`src/rtl/hal_ctrl.sv`:
```
// Key-driven sequencer for the register-bank + ALU datapath: turns debounced
// key levels into single-cycle strobes, all on clk.
module hal_ctrl #(
    parameter int ALU_LAT = 1,
    parameter int CNT_W   = 8
) (
    input  logic             clk,
    input  logic             rst,
    input  logic             key_show,
    input  logic             key_exec,
    input  logic [3:0]       opcode,
    output logic             sel_addr_a,
    output logic             sel_imm,
    output logic             alu_en,
    output logic             rb_we,
    output logic             show,
    output logic             busy,
    output logic [2:0]       state,
    output logic [CNT_W-1:0] op_count
);

    typedef enum logic [2:0] {
        IDLE    = 3'd0,
        SHOW    = 3'd1,
        DECODE  = 3'd2,
        EXEC    = 3'd3,
        WRITE   = 3'd4,
        RELEASE = 3'd5
    } state_t;

    logic       exec_q, show_q;
    logic [3:0] op_q;
    logic [3:0] lat_cnt;
    logic       press_exec, press_show;

    assign press_exec = key_exec & ~exec_q;
    assign press_show = key_show & ~show_q;

    // busy is high exactly in DECODE..WRITE, the window where the operand
    // selects must hold their decoded values.
    assign sel_addr_a = busy;
    assign sel_imm    = busy & (op_q[3] | (op_q[1] & (~op_q[0] | op_q[2])));

    always_ff @(posedge clk or posedge rst) begin
        if (rst) begin
            state    <= IDLE;
            exec_q   <= 1'b1;
            show_q   <= 1'b1;
            op_q     <= 4'd0;
            lat_cnt  <= 4'd0;
            alu_en   <= 1'b0;
            rb_we    <= 1'b0;
            show     <= 1'b0;
            busy     <= 1'b0;
            op_count <= '0;
        end else begin
            exec_q <= key_exec;
            show_q <= key_show;
            alu_en <= 1'b0;
            rb_we  <= 1'b0;
            show   <= 1'b0;
            busy   <= 1'b0;
            case (state)
                IDLE: begin
                    // exec wins over a simultaneous show press
                    if (press_exec) begin
                        state <= DECODE;
                        op_q  <= opcode;
                        busy  <= 1'b1;
                    end else if (press_show) begin
                        state <= SHOW;
                        show  <= 1'b1;
                    end
                end
                SHOW: begin
                    if (key_show) show  <= 1'b1;
                    else          state <= IDLE;
                end
                DECODE: begin
                    state   <= EXEC;
                    busy    <= 1'b1;
                    alu_en  <= 1'b1;
                    lat_cnt <= 4'(ALU_LAT - 1);
                end
                EXEC: begin
                    busy <= 1'b1;
                    if (lat_cnt == 4'd0) begin
                        state <= WRITE;
                        rb_we <= 1'b1;
                    end else begin
                        lat_cnt <= lat_cnt - 4'd1;
                        alu_en  <= 1'b1;
                    end
                end
                WRITE: begin
                    state    <= RELEASE;
                    op_count <= op_count + CNT_W'(1);
                end
                RELEASE: begin
                    if (!key_exec) state <= IDLE;
                end
                default: state <= IDLE;
            endcase
        end
    end

endmodule

```
`config.mk`:
```
export PLATFORM = sky130hd
export DESIGN_NAME = hal_ctrl
export DESIGN_NICKNAME = d
export VERILOG_FILES = /design/src/rtl/hal_ctrl.sv
export SDC_FILE = /design/constraint.sdc
export NUM_CORES = 1
export LEC_CHECK = 0
export CAP_MARGIN = 40
export CORE_MARGIN = 8
export CORE_UTILIZATION = 48
export DETAILED_ROUTE_END_ITERATION = 6
export PLACE_DENSITY = 0.85
export SLEW_MARGIN = 15
export SYNTH_ARGS = -nofsm -noshare
export SYNTH_HDL_FRONTEND = slang
export SYNTH_SLANG_ARGS = --single-unit
export TNS_END_PERCENT = 10
```
`constraint.sdc`:
```
create_clock -name clk -period 2 [get_ports clk]
set_input_delay 0.5 -clock clk [delete_from_list [all_inputs] [get_ports clk]]
set_output_delay 0.5 -clock clk [all_outputs]
set_load 0.01 [all_outputs]
```
Word level (Yosys, flattened, before mapping)
Index checks and enable logic that the tools add are counted.

cells by class
  add/sub/neg operators = 2
  equal/unequal tests = 10
  mux-type cells = 18
  bitwise logic cells = 9
  reductions and logical operators = 7

operator list
  kind                 number
  $pmux 3 s6           1
  $mux 3               5
  $add 8x1->8 const B  1
  $ne 2x2->1 const B   4
  $pmux 4 s2           1
  $mux 1               7
  $eq 3x2->1 const B   2
  $eq 3x3->1 const B   2
  $pmux 1 s2           3
  $and 1x1->1          4
  $logic_not 4->1      1
  $mux 4               1
  $reduce_and 2->1     2
  $reduce_and 4->1     1
  $sub 4x1->4 const B  1
  $eq 3x1->1 const B   1
  $logic_not 3->1      1
  $ne 3x3->1 const B   1
  $not 1->1            3
  $or 1x1->1           2
  $reduce_bool 2->1    1
  $reduce_or 2->1      1

storage, ports and cells
  bits in registers = 25
  output and inout bits = 17
  word-level logic and storage cells = 56

Longest topological paths before layout
  depth after elaboration = 5
  gate-level depth with buffers = 5
  depth with buffers taken out = 5

Worst setup path after synthesis
No wires, ideal clock.

  kind = flip-flop to flip-flop
  start = register state[0]
  end = register op_q[0]
  library setup time = 125 ps
  arrival time = 1376 ps
  required time = 1875 ps
  setup slack = 500 ps
  cell stages (with the launch flop) = 5
  buffers on the path = 1
  path through = dfrtp_1 buf_6 or2_4 nor3_4 mux2_2

on the way
  word-level cells in the longest chain between the ends = 2

RTL lines
  item                        line  text
  from (decl)                 18    output logic [2:0] state,
  from (signal assigned)      46    state <= IDLE;
  from (signal assigned)      67    state <= DECODE;
  from (signal assigned)      71    state <= SHOW;
  $logic_not 3->1             63    case (state)
  $reduce_and 2->1 (no line)  -
  to (signal assigned)        68    op_q <= opcode;
  to (decl)                   32    logic [3:0] op_q;

No other way between the ends.
A chain may end at the register's enable or synchronous reset.

Worst setup path in the final report
  start = register state[0]
  end = output state[0]

No word-level cell between the ends.

==> metrics.log <==
[metrics] outcome: completed
[metrics] sequential share of the synthesized area: roughly 56%
[metrics] clock tree buffer depth: 2
[metrics] static leakage: about 0.62 nW
[metrics] Cell Rows: 17
[metrics] Pre-Repair DR Iteration Count: 4
[metrics] power density over the cells: 1170 nW/µm²
[metrics] TritonCTS clock tree: done
[metrics] Die Area: 4140 µm²
[metrics] RSZ-0062 raised after global routing: no
[metrics] Total Wirelength: around 2000 µm
[metrics] area of combinational cells with multiple inputs: ~450 µm²
[metrics] clock root buffer: sky130_fd_sc_hd__clkbuf_4
[metrics] average wire per cell in the routed design: around 14 µm
[metrics] wire length of the first global-routing pass: 3620 µm
[metrics] part of the power in registers: between 40% and 50%
[metrics] width of the die: approximately 64 µm
[metrics] final max-slew violation count: 0
[metrics] remaining design rule violation count: 0
[metrics] category of the most critical setup path: reg2out
[metrics] internal power contribution: approximately 1.1 mW
[metrics] quantity of I/O buffers inserted on ports: 24
[metrics] Mapped Nets: 100
[metrics] Final Hold Viols: 0
[metrics] diode insertion count for antenna repair: 0
[metrics] endpoints failing setup: 0
[metrics] Area growth, synth to finish: 26.1%
[metrics] top cells by area, synth: sky130_fd_sc_hd__dfrtp_1 51%, sky130_fd_sc_hd__mux2_2 6.0%, sky130_fd_sc_hd__dfstp_2 4.7%, sky130_fd_sc_hd__xnor2_1 4.7%, sky130_fd_sc_hd__ha_1 3.3%
[metrics] average vias per placed instance: 5.32
[metrics] Worst setup EP type: output port
[metrics] total area of sequential cells: between 600 and 700 µm²
[metrics] area of the core: 2210 µm²
[metrics] Worst Path Arrival: about 1.4 ns
[metrics] clock latency on the worst-skew pair: 0.32 ns
[metrics] starting density of the core: between 50% and 60%
[metrics] via count: 766
[metrics] DRT antenna net count: 0
[metrics] routability congestion estimate: 0.776
[metrics] number of buffers and inverters on the critical path: 1
[metrics] fraction of the mapped netlist area in compound gates: 8.35%
[metrics] Max-Cap Viols: 0
[metrics] vias in the first global route: 815
[metrics] Filler Cells Inserted: around 190
[metrics] switching fraction of total power: approximately a third
[metrics] number of cells after detailed placement: 140
[metrics] violation count after the first detailed-routing iteration: 18
[metrics] gr usage total: between 10% and 20%
[metrics] min Tclk post-route: 1.91 ns
[metrics] mux cell area share after synthesis: around 6.9%
[metrics] count of yosys warnings during synthesis: 0
[metrics] CTS HTree Levels: 1
[metrics] worst hold path type: reg2reg
[metrics] HPWL after detailed placement: about 1600 µm
[metrics] post-CTS setup repair buffer count: 0
[metrics] TritonCTS sink count: 25
[metrics] total net switching power: ~0.55 mW
[metrics] share of cells above drive strength 1: 19.0%
[metrics] global route total overflow: 0
[metrics] highest ir drop seen on vdd: slightly above 0.0007 V
[metrics] portion of total power attributed to combinational logic: 39.7%
[metrics] synthesized flop and latch total: 25
[metrics] clock buffers created by TritonCTS: 3
[metrics] Critical-path top delay cell: sky130_fd_sc_hd__clkdlybuf4s50_1
[metrics] proportion of power drawn by the clock network: 13.6%
[metrics] count of boundary I/O pins: 25
[metrics] Mapped Area: approximately 1100 µm²
[metrics] Fin Setup TNS: 0 ns
[metrics] synthesized instance count: 89
[metrics] worst clock skew: between 0.004 and 0.005 ns
[metrics] required arrival time at the worst endpoint: roughly 1.5 ns
[metrics] top-area cell type share of the netlist area: between 50% and 60%
[metrics] largest stage delay on the critical path: between 0.5 and 0.6 ns
[metrics] WHS: 0.485 ns
[metrics] xor-xnor portion of the synthesized cell area: between 5 and 6%
[metrics] worst slew slack as a fraction of its limit: 62.9%
[metrics] final period utilization: a little over nine tenths
[metrics] Clk pin slew, worst setup/hold paths: ~0.13 ns
[metrics] library cell with the largest summed area after synthesis: sky130_fd_sc_hd__dfrtp_1
[metrics] count of non-filler cells in the finished layout: 144
[metrics] number of buffers inserted by hold repair at cts: 0
[metrics] initial antenna violation count: 0
[metrics] share of synthesized cell area in and, or, nand and nor gates: 15.7%
[metrics] maximum frequency from static timing analysis: roughly 520 MHz
[metrics] number of nets at the end of the flow: approximately 130
[metrics] mean area per synthesized cell: roughly 13 µm²
[metrics] actual slew at the worst max-slew pin: around 0.55 ns
[metrics] count of different cell masters after synthesis: 34
[metrics] top fanout value on the critical path: 8
[metrics] Worst path top cell family by delay: buffers and inverters
[metrics] CP startpoint kind: flop
[metrics] crit-path cells: clkdlybuf4s50_1
[metrics] die height: roughly 64 µm
[metrics] maximum number of pins on one net before global-route repair: 26
[metrics] adder and majority gate portion of the synthesized area: under 10%
[metrics] combinational family with the most area after synthesis: simple AND/OR/NAND/NOR gates
-- path summary, 6_finish.rpt --
path | cells after the start | to | start | slack [ns]
max | 1 | state[0] | state[0] | 0.09
min | 1 | op_count[7] | op_count[7] | 0.49
max reg2reg | 5 | state[1] | lat_cnt[0] | 0.44
min reg2reg | 1 | op_count[7] | op_count[7] | 0.49
max in group asynchronous | 3 | exec_q | rst | 1.21
min in group asynchronous | 3 | op_count[4] | rst | 0.50
-- registers in the layout, indices dropped and copies added (netlist names) --
name / count
state: 3
show_q: 1
exec_q: 1
busy: 1
rb_we: 1
op_count: 8
lat_cnt: 4
op_q: 4
alu_en: 1
show: 1
-- layout make-up --
cell class,instances,share of cell area [%]
repair buffers,26,17.9
flip-flops and latches,25,44.3
clock buffers,3,1.59
well taps,28,2.47
clock inverters,1,0.530
inverters,6,1.59
multi-input cells,55,31.5
-- synthesized netlist by cell type --
master                     number
sky130_fd_sc_hd__o32ai_1        1
sky130_fd_sc_hd__nand2_1        3
sky130_fd_sc_hd__o211ai_1       3
sky130_fd_sc_hd__nor2_1         2
sky130_fd_sc_hd__nand3b_2       1
sky130_fd_sc_hd__nor3b_1        1
sky130_fd_sc_hd__mux2_2         6
sky130_fd_sc_hd__nor4b_1        1
sky130_fd_sc_hd__inv_1          6
sky130_fd_sc_hd__or2_4          2
sky130_fd_sc_hd__a21oi_1        2
sky130_fd_sc_hd__a31oi_1        1
sky130_fd_sc_hd__buf_6          1
sky130_fd_sc_hd__ha_1           3
sky130_fd_sc_hd__xnor2_1        6
sky130_fd_sc_hd__dfrtp_1       23
sky130_fd_sc_hd__o221ai_1       1
sky130_fd_sc_hd__and3_1         2
sky130_fd_sc_hd__o31ai_1        2
sky130_fd_sc_hd__o21ai_2        1
sky130_fd_sc_hd__buf_4          2
sky130_fd_sc_hd__dfstp_2        2
sky130_fd_sc_hd__mux2i_1        1
sky130_fd_sc_hd__nor3_4         1
sky130_fd_sc_hd__or3b_2         1
sky130_fd_sc_hd__nand4_1        4
sky130_fd_sc_hd__a21o_2         1
sky130_fd_sc_hd__xor2_1         1
sky130_fd_sc_hd__nand2b_1       2
sky130_fd_sc_hd__nor3b_2        1
sky130_fd_sc_hd__or3_1          1
sky130_fd_sc_hd__nor2b_1        2
sky130_fd_sc_hd__or2_1          1
sky130_fd_sc_hd__o21ai_0        1
-- kinds of logic after synthesis --
kind of cell / count (synthesis)
AO/OA/AOI/OAI: 13
adder cells (fa/ha/maj): 3
flip-flops: 25
AND/OR/NAND/NOR: 25
XOR/XNOR: 7
buffers and inverters: 9
multiplexers: 7
-- cell usage in the layout, fill, tap and decap left out --
cell / count
sky130_fd_sc_hd__o32ai_1: 1
sky130_fd_sc_hd__mux2_2: 6
sky130_fd_sc_hd__inv_1: 6
sky130_fd_sc_hd__o31ai_1: 2
sky130_fd_sc_hd__o21ai_2: 1
sky130_fd_sc_hd__or2_4: 2
sky130_fd_sc_hd__nor4b_1: 1
sky130_fd_sc_hd__dfrtp_1: 23
sky130_fd_sc_hd__or3b_2: 1
sky130_fd_sc_hd__a31oi_1: 1
sky130_fd_sc_hd__nand3b_2: 1
sky130_fd_sc_hd__clkdlybuf4s50_1: 23
sky130_fd_sc_hd__mux2i_1: 1
sky130_fd_sc_hd__nand2b_1: 2
sky130_fd_sc_hd__nor2_1: 2
sky130_fd_sc_hd__a21o_2: 1
sky130_fd_sc_hd__or2_1: 1
sky130_fd_sc_hd__o21ai_0: 1
sky130_fd_sc_hd__or3_1: 1
sky130_fd_sc_hd__nor3_4: 1
sky130_fd_sc_hd__ha_1: 3
sky130_fd_sc_hd__buf_4: 2
sky130_fd_sc_hd__nor2b_1: 2
sky130_fd_sc_hd__nand4_1: 4
sky130_fd_sc_hd__clkbuf_4: 3
sky130_fd_sc_hd__clkinvlp_4: 1
sky130_fd_sc_hd__o211ai_1: 3
sky130_fd_sc_hd__a21oi_1: 2
sky130_fd_sc_hd__dfstp_2: 2
sky130_fd_sc_hd__nand2_1: 3
sky130_fd_sc_hd__dlygate4sd2_1: 1
sky130_fd_sc_hd__o221ai_1: 1
sky130_fd_sc_hd__xor2_1: 1
sky130_fd_sc_hd__nor3b_2: 1
sky130_fd_sc_hd__nor3b_1: 1
sky130_fd_sc_hd__and3_1: 2
sky130_fd_sc_hd__xnor2_1: 6
-- power by group through the flow --
stage | combinational [mW] | sequential [mW] | clock (mW)
2_1_floorplan | 0.384 | 0.790 | 0
3_3_place_gp | 0.667 | 0.785 | 0
3_5_place_dp | 0.676 | 0.787 | 0
4_1_cts | 0.672 | 0.778 | 0.233
5_1_grt | 0.724 | 0.799 | 0.248
6_report | 0.661 | 0.775 | 0.227
-- repair_timing --
action	in CTS	in global routing
endpoints found under the hold margin	0	0
resized for setup	1	0
endpoints found under the setup margin	1	0
-- through the flow --
step                      utilization [%]  setup WS [ns]  area (µm²)  total power, mW
final                                64.0         0.0898        1420             1.66
after global placement               62.7          0.141        1390             1.45
after detailed placement             62.7          0.105        1390             1.46
after floorplan                         -          0.500        1120             1.17
after CTS                            64.0         0.0842        1420             1.68
after global routing                 64.0         0.0587        1420             1.77
-- metal layers --
metal / vias to the layer above / track usage [%] / part of all wire [%]
li1: 365 / - / -
met1: 379 / 11.9 / 44
met2: 20 / 17.4 / 47
met3: 2 / 4.88 / 8.9
met4: 0 / 3.27 / 0.83
met5: - / 0 / 0
(Power assumes the default switching activity.)
